## config.mk

```make
export PLATFORM = sky130hd
export DESIGN_NAME = aes_inv_round_front
export DESIGN_NICKNAME = d
export VERILOG_FILES = /design/src/rtl/aes_inv_round_front.sv
export SDC_FILE = /design/constraint.sdc
export NUM_CORES = 2
export LEC_CHECK = 0
export CORE_MARGIN = 8
export CORE_UTILIZATION = 58
export CTS_BUF_LIST = sky130_fd_sc_hd__clkbuf_4 sky130_fd_sc_hd__clkbuf_8 sky130_fd_sc_hd__clkbuf_16
export CTS_CLUSTER_DIAMETER = 120
export DETAILED_ROUTE_END_ITERATION = 12
export PLACE_DENSITY = 0.81
export SYNTH_ARGS = -nofsm -noshare
export SYNTH_HDL_FRONTEND = slang
export SYNTH_SLANG_ARGS = --single-unit
```

## constraint.sdc

```tcl
create_clock -name clk -period 15.2 [get_ports clk]
set_clock_uncertainty 0.15 [all_clocks]
set_input_delay 3.8 -clock clk [delete_from_list [all_inputs] [get_ports clk]]
set_output_delay 3.8 -clock clk [all_outputs]
set_load 0.02 [all_outputs]
```

## src/rtl/aes_inv_round_front.sv

```systemverilog
// Front half of an AES decryption round: InvShiftRows -> InvSubBytes -> AddRoundKey.
// Inverse S-boxes are applied SBOX_PER_CYCLE bytes per cycle in place on the work register.
module aes_inv_round_front #(
    parameter int unsigned SBOX_PER_CYCLE = 4
) (
    input  logic         clk,
    input  logic         rst,
    input  logic         in_valid,
    output logic         in_ready,
    input  logic [127:0] in_state,
    input  logic [127:0] in_key,
    input  logic         in_last,
    output logic         out_valid,
    input  logic         out_ready,
    output logic [127:0] out_state,
    output logic         out_last,
    output logic         busy
);

    localparam int unsigned N       = SBOX_PER_CYCLE;
    localparam int unsigned STEPS   = 16 / N;
    localparam int unsigned STEP_W  = (STEPS > 1) ? $clog2(STEPS) : 1;
    localparam int unsigned CHUNK_W = 8 * N;

    if (N != 1 && N != 2 && N != 4 && N != 8 && N != 16) begin : g_bad_sbox_per_cycle
        $error("aes_inv_round_front: SBOX_PER_CYCLE must be 1, 2, 4, 8 or 16");
    end

    typedef enum logic [1:0] {
        IDLE = 2'd0,
        BUSY = 2'd1,
        DONE = 2'd2
    } state_e;

    function automatic logic [7:0] gf_mul(input logic [7:0] a, input logic [7:0] b);
        logic [7:0] p;
        logic [7:0] x;
        p = 8'h00;
        x = a;
        for (int i = 0; i < 8; i++) begin
            if (b[i]) p = p ^ x;
            x = {x[6:0], 1'b0} ^ (x[7] ? 8'h1b : 8'h00);
        end
        return p;
    endfunction

    // Inverse affine transform followed by x^254 (multiplicative inverse, 0 maps to 0).
    function automatic logic [7:0] inv_sbox(input logic [7:0] b);
        logic [7:0] a;
        logic [7:0] p;
        logic [7:0] r;
        a = {b[6:0], b[7]} ^ {b[4:0], b[7:5]} ^ {b[1:0], b[7:2]} ^ 8'h05;
        p = a;
        r = 8'h01;
        for (int i = 0; i < 7; i++) begin
            p = gf_mul(p, p);
            r = gf_mul(r, p);
        end
        return r;
    endfunction

    state_e              state_q, state_d;
    logic [127:0]        work_q, work_d;
    logic [127:0]        key_q, key_d;
    logic                last_q, last_d;
    logic [STEP_W-1:0]   step_q, step_d;

    logic [127:0]        shifted;
    logic [31:0]         base;
    logic [CHUNK_W-1:0]  chunk_in;
    logic [CHUNK_W-1:0]  chunk_key;
    logic [CHUNK_W-1:0]  chunk_out;

    // InvShiftRows: row r of column c comes from column (c - r) mod 4.
    always_comb begin
        shifted = '0;
        for (int c = 0; c < 4; c++) begin
            for (int r = 0; r < 4; r++) begin
                shifted[8*(4*c+r) +: 8] = in_state[8*(4*((c-r+4)%4)+r) +: 8];
            end
        end
    end

    always_comb begin
        base      = 32'(step_q) * CHUNK_W;
        chunk_in  = work_q[base +: CHUNK_W];
        chunk_key = key_q[base +: CHUNK_W];
        chunk_out = '0;
        for (int i = 0; i < int'(N); i++) begin
            chunk_out[8*i +: 8] = inv_sbox(chunk_in[8*i +: 8]) ^ chunk_key[8*i +: 8];
        end
    end

    always_comb begin
        state_d   = state_q;
        work_d    = work_q;
        key_d     = key_q;
        last_d    = last_q;
        step_d    = step_q;
        in_ready  = 1'b0;
        out_valid = 1'b0;
        busy      = 1'b0;

        case (state_q)
            IDLE: begin
                in_ready = 1'b1;
                if (in_valid) begin
                    work_d  = shifted;
                    key_d   = in_key;
                    last_d  = in_last;
                    step_d  = '0;
                    state_d = BUSY;
                end
            end
            BUSY: begin
                busy                    = 1'b1;
                work_d[base +: CHUNK_W] = chunk_out;
                if (step_q == STEP_W'(STEPS - 1)) begin
                    step_d  = '0;
                    state_d = DONE;
                end else begin
                    step_d = step_q + STEP_W'(1);
                end
            end
            DONE: begin
                out_valid = 1'b1;
                in_ready  = out_ready;
                if (out_ready) begin
                    if (in_valid) begin
                        work_d  = shifted;
                        key_d   = in_key;
                        last_d  = in_last;
                        step_d  = '0;
                        state_d = BUSY;
                    end else begin
                        state_d = IDLE;
                    end
                end
            end
            default: begin
                state_d = IDLE;
                step_d  = '0;
            end
        endcase
    end

    always_ff @(posedge clk or posedge rst) begin
        if (rst) begin
            state_q <= IDLE;
            work_q  <= '0;
            key_q   <= '0;
            last_q  <= 1'b0;
            step_q  <= '0;
        end else begin
            state_q <= state_d;
            work_q  <= work_d;
            key_q   <= key_d;
            last_q  <= last_d;
            step_q  <= step_d;
        end
    end

    assign out_state = work_q;
    assign out_last  = last_q;

endmodule

```

### After elaboration in Yosys (flattened, before gate mapping)

Index checks and enable logic that the tools add are counted.

* add/sub/neg operators: 2
* multiply operators: 0
* divide/modulo/power cells: 0
* order comparisons: 0
* equal/unequal tests: 6
* shift-type cells: 4
* mux-type cells: 834
* bitwise gates (word level): 772
* reduce and logical (&&, ||, !) cells: 6

Operators with widths (count)
* 2-to-1 mux 8 bit: 420
* XOR 8 bit: 376
* XOR 8 x 5 -> 8 bit: 364
* 2-to-1 mux 5 bit: 368
* 2-to-1 mux 128 bit: 4
* one-hot mux 128 bit (3 select lines): 1
* one-hot mux 128 bit (2 select lines): 1
* indexed part select 128 x 8 -> 32 bit: 2
* bitwise mux 128 bit: 1
* variable shift 32 x 34 -> 128 bit (first input constant): 1
* indexed part select 32 x 34 -> 128 bit: 1
* negation 7 -> 34 bit: 1
* 2-to-1 mux 7 bit: 4
* inverter 1 bit (first input constant): 28
* 2-to-1 mux 6 bit: 4
* 2-to-1 mux 2 bit: 10
* 2-to-1 mux 4 bit: 4
* 2-to-1 mux 3 bit: 4
* one-hot mux 2 bit (3 select lines): 2
* 2-to-1 mux 1 bit: 9
* inverter 2 bit: 4
* inequality test 2 bit (second input constant): 3
* == test 2 bit (second input constant): 2
* one-hot mux 1 bit (2 select lines): 2
* 7 further kinds: 8

* flip-flop bits (word level): 261
* bits in latches: 0
* memory bits (writable): 0
* ROM bits: 0
* input bits: 261
* output and inout port bits: 132
* word-level logic and storage cells: 1629
* memories kept: 0

### Depth between registers and ports, before layout

* depth after elaboration: 134
* depth in mapped cells: 75
* depth with buffers taken out: 60

### Worst setup path after synthesis

Ideal clock, no wire load.

* path type: flip-flop to flip-flop
* start: register step_q[0]
* end: register work_q[25], in the netlist out_state[25]
* library setup time: 126 ps
* arrival time: 16385 ps
* required time: 14924 ps
* setup slack: -1461 ps
* stages on the path, launching flop included: 69
* buffers on the path: 13
* clock period less this slack: 16661 ps
* cell sequence: dfrtp_1 > buf_6 > buf_8 > mux4_2 > buf_6 > xor2_1 > or2_1 > nand2_1 > ha_1 > clkbuf_1 > mux2_2 > a221oi_1 > a21oi_1 > xor2_2 > inv_2 > clkbuf_1 > clkbuf_1 > ha_1 > [... 33 more ...] > mux2i_1 > o221ai_1 > a221o_1 > and3b_1 > o31ai_1 > xnor2_1 > buf_2 > mux2_2 > xor2_1 > nor2_1 > xor2_1 > xnor2_1 > xnor2_1 > xnor2_1 > xnor2_1 > xnor2_1 > xnor2_1 > a221o_1

* cells in the longest elaborated chain, start to end: 132
* elaborated cells between the ends (all ways): 1563
* those cells by class: 1 x add/sub; 4 x shift; 814 x mux; 744 x bitwise

Ends and longest elaborated chain
* start: declaration: RTL line 66 `logic [STEP_W-1:0] step_q, step_d;`
* start signal: assignment: RTL line 159 `step_q <= step_d;`
* indexed part select 128 x 8 -> 32 bit: RTL line 86 `chunk_in = work_q[base +: CHUNK_W];`
* XOR 8 bit (2 in series): RTL line 52 `a = {b[6:0], b[7]} ^ {b[4:0], b[7:5]} ^ {b[1:0], b[7:2]} ^ 8'h05;`
* inverter 2 bit (no line)
* 2-to-1 mux 8 bit: RTL line 41 `if (b[i]) p = p ^ x;`
* XOR 8 bit: RTL line 41
* 2-to-1 mux 8 bit: RTL line 41
* XOR 8 bit: RTL line 41
* 2-to-1 mux 8 bit: RTL line 41
* [... 115 more ...]
* XOR 8 bit: RTL line 41
* 2-to-1 mux 8 bit: RTL line 41
* XOR 8 bit: RTL line 41
* 2-to-1 mux 8 bit: RTL line 41
* XOR 8 bit: RTL line 90 `chunk_out[8*i +: 8] = inv_sbox(chunk_in[8*i +: 8]) ^ chunk_key[8*i +: 8];`
* indexed part select 32 x 34 -> 128 bit: RTL line 117 `work_d[base +: CHUNK_W] = chunk_out;`
* bitwise mux 128 bit *: RTL line 117
* one-hot mux 128 bit (3 select lines) *: RTL line 104 `case (state_q)`
* end signal: assignment: RTL line 156 `work_q <= work_d;`
* end: declaration: RTL line 63 `logic [127:0] work_q, work_d;`

Mark *: on every way between the ends. The rest lies on a longest branch, timed or not.
A chain may end at the register's enable or synchronous reset.

### Final worst setup path

* start: register step_q[0]
* end: register work_q[10], in the netlist out_state[10]

Same word-level chain as after synthesis.

==> flow_metrics.env <==
export IMPL_viasPerCell=6.41
export IMPL_finalSetupViolations=0
export IMPL_syn_nets=9991
export IMPL_wirelength_mm=287
export IMPL_fp_row_count=130
export IMPL_overflow=0
export IMPL_yosys_warnings=0
export IMPL_period_needed_ps=15000
export IMPL_drive_gt1_frac=0.250
export IMPL_grt_max_degree=78
export IMPL_ys_seq_area_frac=0.0888
export IMPL_grt_use_total=0.376
export IMPL_cts_root_buf="clkbuf_16"
export IMPL_nets=11100
export IMPL_grt_pass1_vias=73600
export IMPL_slew_headroom=0.0941
export IMPL_routabilityCongestion=1.01
export IMPL_cts_buffers=35
export IMPL_fp_dieW_um=372
export IMPL_maxClockFrequency_mhz=66.7
export IMPL_numPortBuffers=392
export IMPL_area_growth_pct=28.9
export IMPL_core_um2=126000
export IMPL_ios=393
export IMPL_cts_hold_buf=0
export IMPL_worstSetupStartpointType="flop"
export IMPL_endpoint_kind="flop"
export IMPL_clkSlewWorstSetupHoldPaths_ps=60
export IMPL_grt_pass1_wl_mm=422
export IMPL_syn_area_um2=73600
export IMPL_dieArea_um2=139000
export IMPL_rsz0062_at_grt="yes"
export IMPL_critPathMostFrequentCell="xnor2_1"
export IMPL_required_ps=15510
export IMPL_outcome="finished, final reports clean"
export IMPL_cp_num_buf_inv=14
export IMPL_ys_ff_latch=261
export IMPL_clkLatencyLatePin_ps=610
export IMPL_slew_violations=0
export IMPL_ant_nets=0
export IMPL_dp_hpwl_mm=206
export IMPL_hold_viol=0
export IMPL_instances_no_fill=12500
export IMPL_final_common_cell="xnor2_1"
export IMPL_syn_inst=9698
export IMPL_drtIter0Drc=10700
export IMPL_via_count=80300
export IMPL_avgRoutedWirePerCell_um=22.9
export IMPL_drtPass1Iterations=8
export IMPL_cts_sinks=261
export IMPL_layout_common_cells="xnor2_1, nor2_1, buf_4"
export IMPL_start_util=0.585
export IMPL_cts_tree="done"
export IMPL_slowest_delay_ps=610
export IMPL_worst_pin_slew_ps=1360
export IMPL_netlist_cell_type_count=126
export IMPL_max_cap_violations=0
export IMPL_antenna_found_initial=10
export IMPL_async_flop_share=1.00
export IMPL_synth_edf_count=0
export IMPL_slowest_stage="mux4_2"
export IMPL_crit_family="XOR/XNOR gates"
export IMPL_syn_avg_cell_area_um2=7.59
export IMPL_dp_cells=12100
export IMPL_min_path_type="reg -> reg"
export IMPL_cp_max_fo=7
export IMPL_die_h_um=372
export IMPL_whs_ps=318
export IMPL_fin_crit_sh=0.987
export IMPL_synth_ff_type="dfrtp_1"
export IMPL_clock_path_buffers=3
export IMPL_drc=0
export IMPL_arrival_ps=15310
export IMPL_htreeDepth=2
export IMPL_path_class="reg -> reg"
[repair_timing]
item / 4_1_cts / 5_1_grt
resized for setup: 115 / 826
endpoints found under the setup margin: 128 / 128
gates cloned: 0 / 8
buffers inserted: 32 / 347
pin swaps: 23 / 402
[area by class of cell]
| type | count | area [um2] |
|---|---|---|
| multi-input combinational | 8661 | 69300 |
| fill | 9272 | 30900 |
| timing repair buffer | 1780 | 15300 |
| sequential | 261 | 6540 |
| tap | 1650 | 2060 |
| clock buffer | 47 | 1000 |
| inverter | 107 | 412 |
| clock inverter | 15 | 206 |
| antenna | 6 | 15.0 |
[per-layer routing]
metal	global-route usage	wire length, um	vias up
li1	-	-	36100
met1	0.480	109000	38200
met2	0.605	130000	4978
met3	0.0954	32800	1010
met4	0.159	16000	2
met5	0	13	-
[state kept, by name, summed over array words and instances (netlist names)]
name	cells
out_state	128
step_q	2
key_q	128
out_last	1
state_q	2
[through the flow]
stage	setup TNS (ps)	setup WS [ps]	area (um2)	utilization
global placement	-22000	-527	85100	0.677
detailed placement	-50890	-679	85100	0.677
finish	0	198	94800	0.754
global route	-14170	-377	94800	0.754
CTS	0	0.600	87300	0.695
floorplan	0	3.61	74100	-
[worst reg2reg max path: cells and delay by family, from the launching register on]
family	cells	cell delay, ps
buffers and inverters	14	2220
adder cells (fa/ha/maj)	2	520
multiplexers	1	620
AO/OA/AOI/OAI	7	1430
XOR/XNOR	32	8370
AND/OR/NAND/NOR	9	1150
flip-flops	1	420
[cells in the mapped netlist, drive strengths merged, types with 46 or more instances]
library cell	instances	area (um2)
mux2	46	518
nor3	253	1300
and2	57	357
mux2i	234	2400
a31oi	85	532
xor2	454	4580
o21ai	505	2540
o22ai	141	895
dfrtp	261	6530
a22oi	70	563
inv	92	348
o211ai	87	663
nand3	234	1180
nand2	1186	4460
xnor2	1793	17500
nand2b	66	413
a211oi	97	776
buf	266	1560
o21a	64	480
a21oi	623	3160
mux4	69	1550
nor2	1372	5170
xnor3	277	6270
a221oi	87	786
clkbuf	405	1520
or3	61	382
nor4	50	319
o31ai	58	455
[worst paths after layout]
check / startpoint / cells after the start / slack, ps / endpoint
worst max-delay path: step_q[0]$_DFFE_PP0P_ / 65 / 200 / out_state[10]$_DFFE_PP0P_
worst min-delay path: key_q[16]$_DFFE_PP0P_ / 2 / 320 / key_q[16]$_DFFE_PP0P_
worst max register to register: step_q[0]$_DFFE_PP0P_ / 65 / 200 / out_state[10]$_DFFE_PP0P_
worst min register to register: key_q[16]$_DFFE_PP0P_ / 2 / 320 / key_q[16]$_DFFE_PP0P_
max in group asynchronous: rst / 4 / 9270 / key_q[48]$_DFFE_PP0P_
min in group asynchronous: rst / 2 / 3500 / key_q[120]$_DFFE_PP0P_
[cell families after synthesis]
group,count (synthesis),share of synthesized area
buf+inv,778,0.0474
fa+ha+maj,38,0.00626
mux,349,0.0608
simple gates,3502,0.205
compound gates,2212,0.196
xor+xnor,2558,0.396
flops,261,0.0888
Power is not shown: default switching activity piles up to over one toggle a cycle in this logic, so the estimate is an artifact.
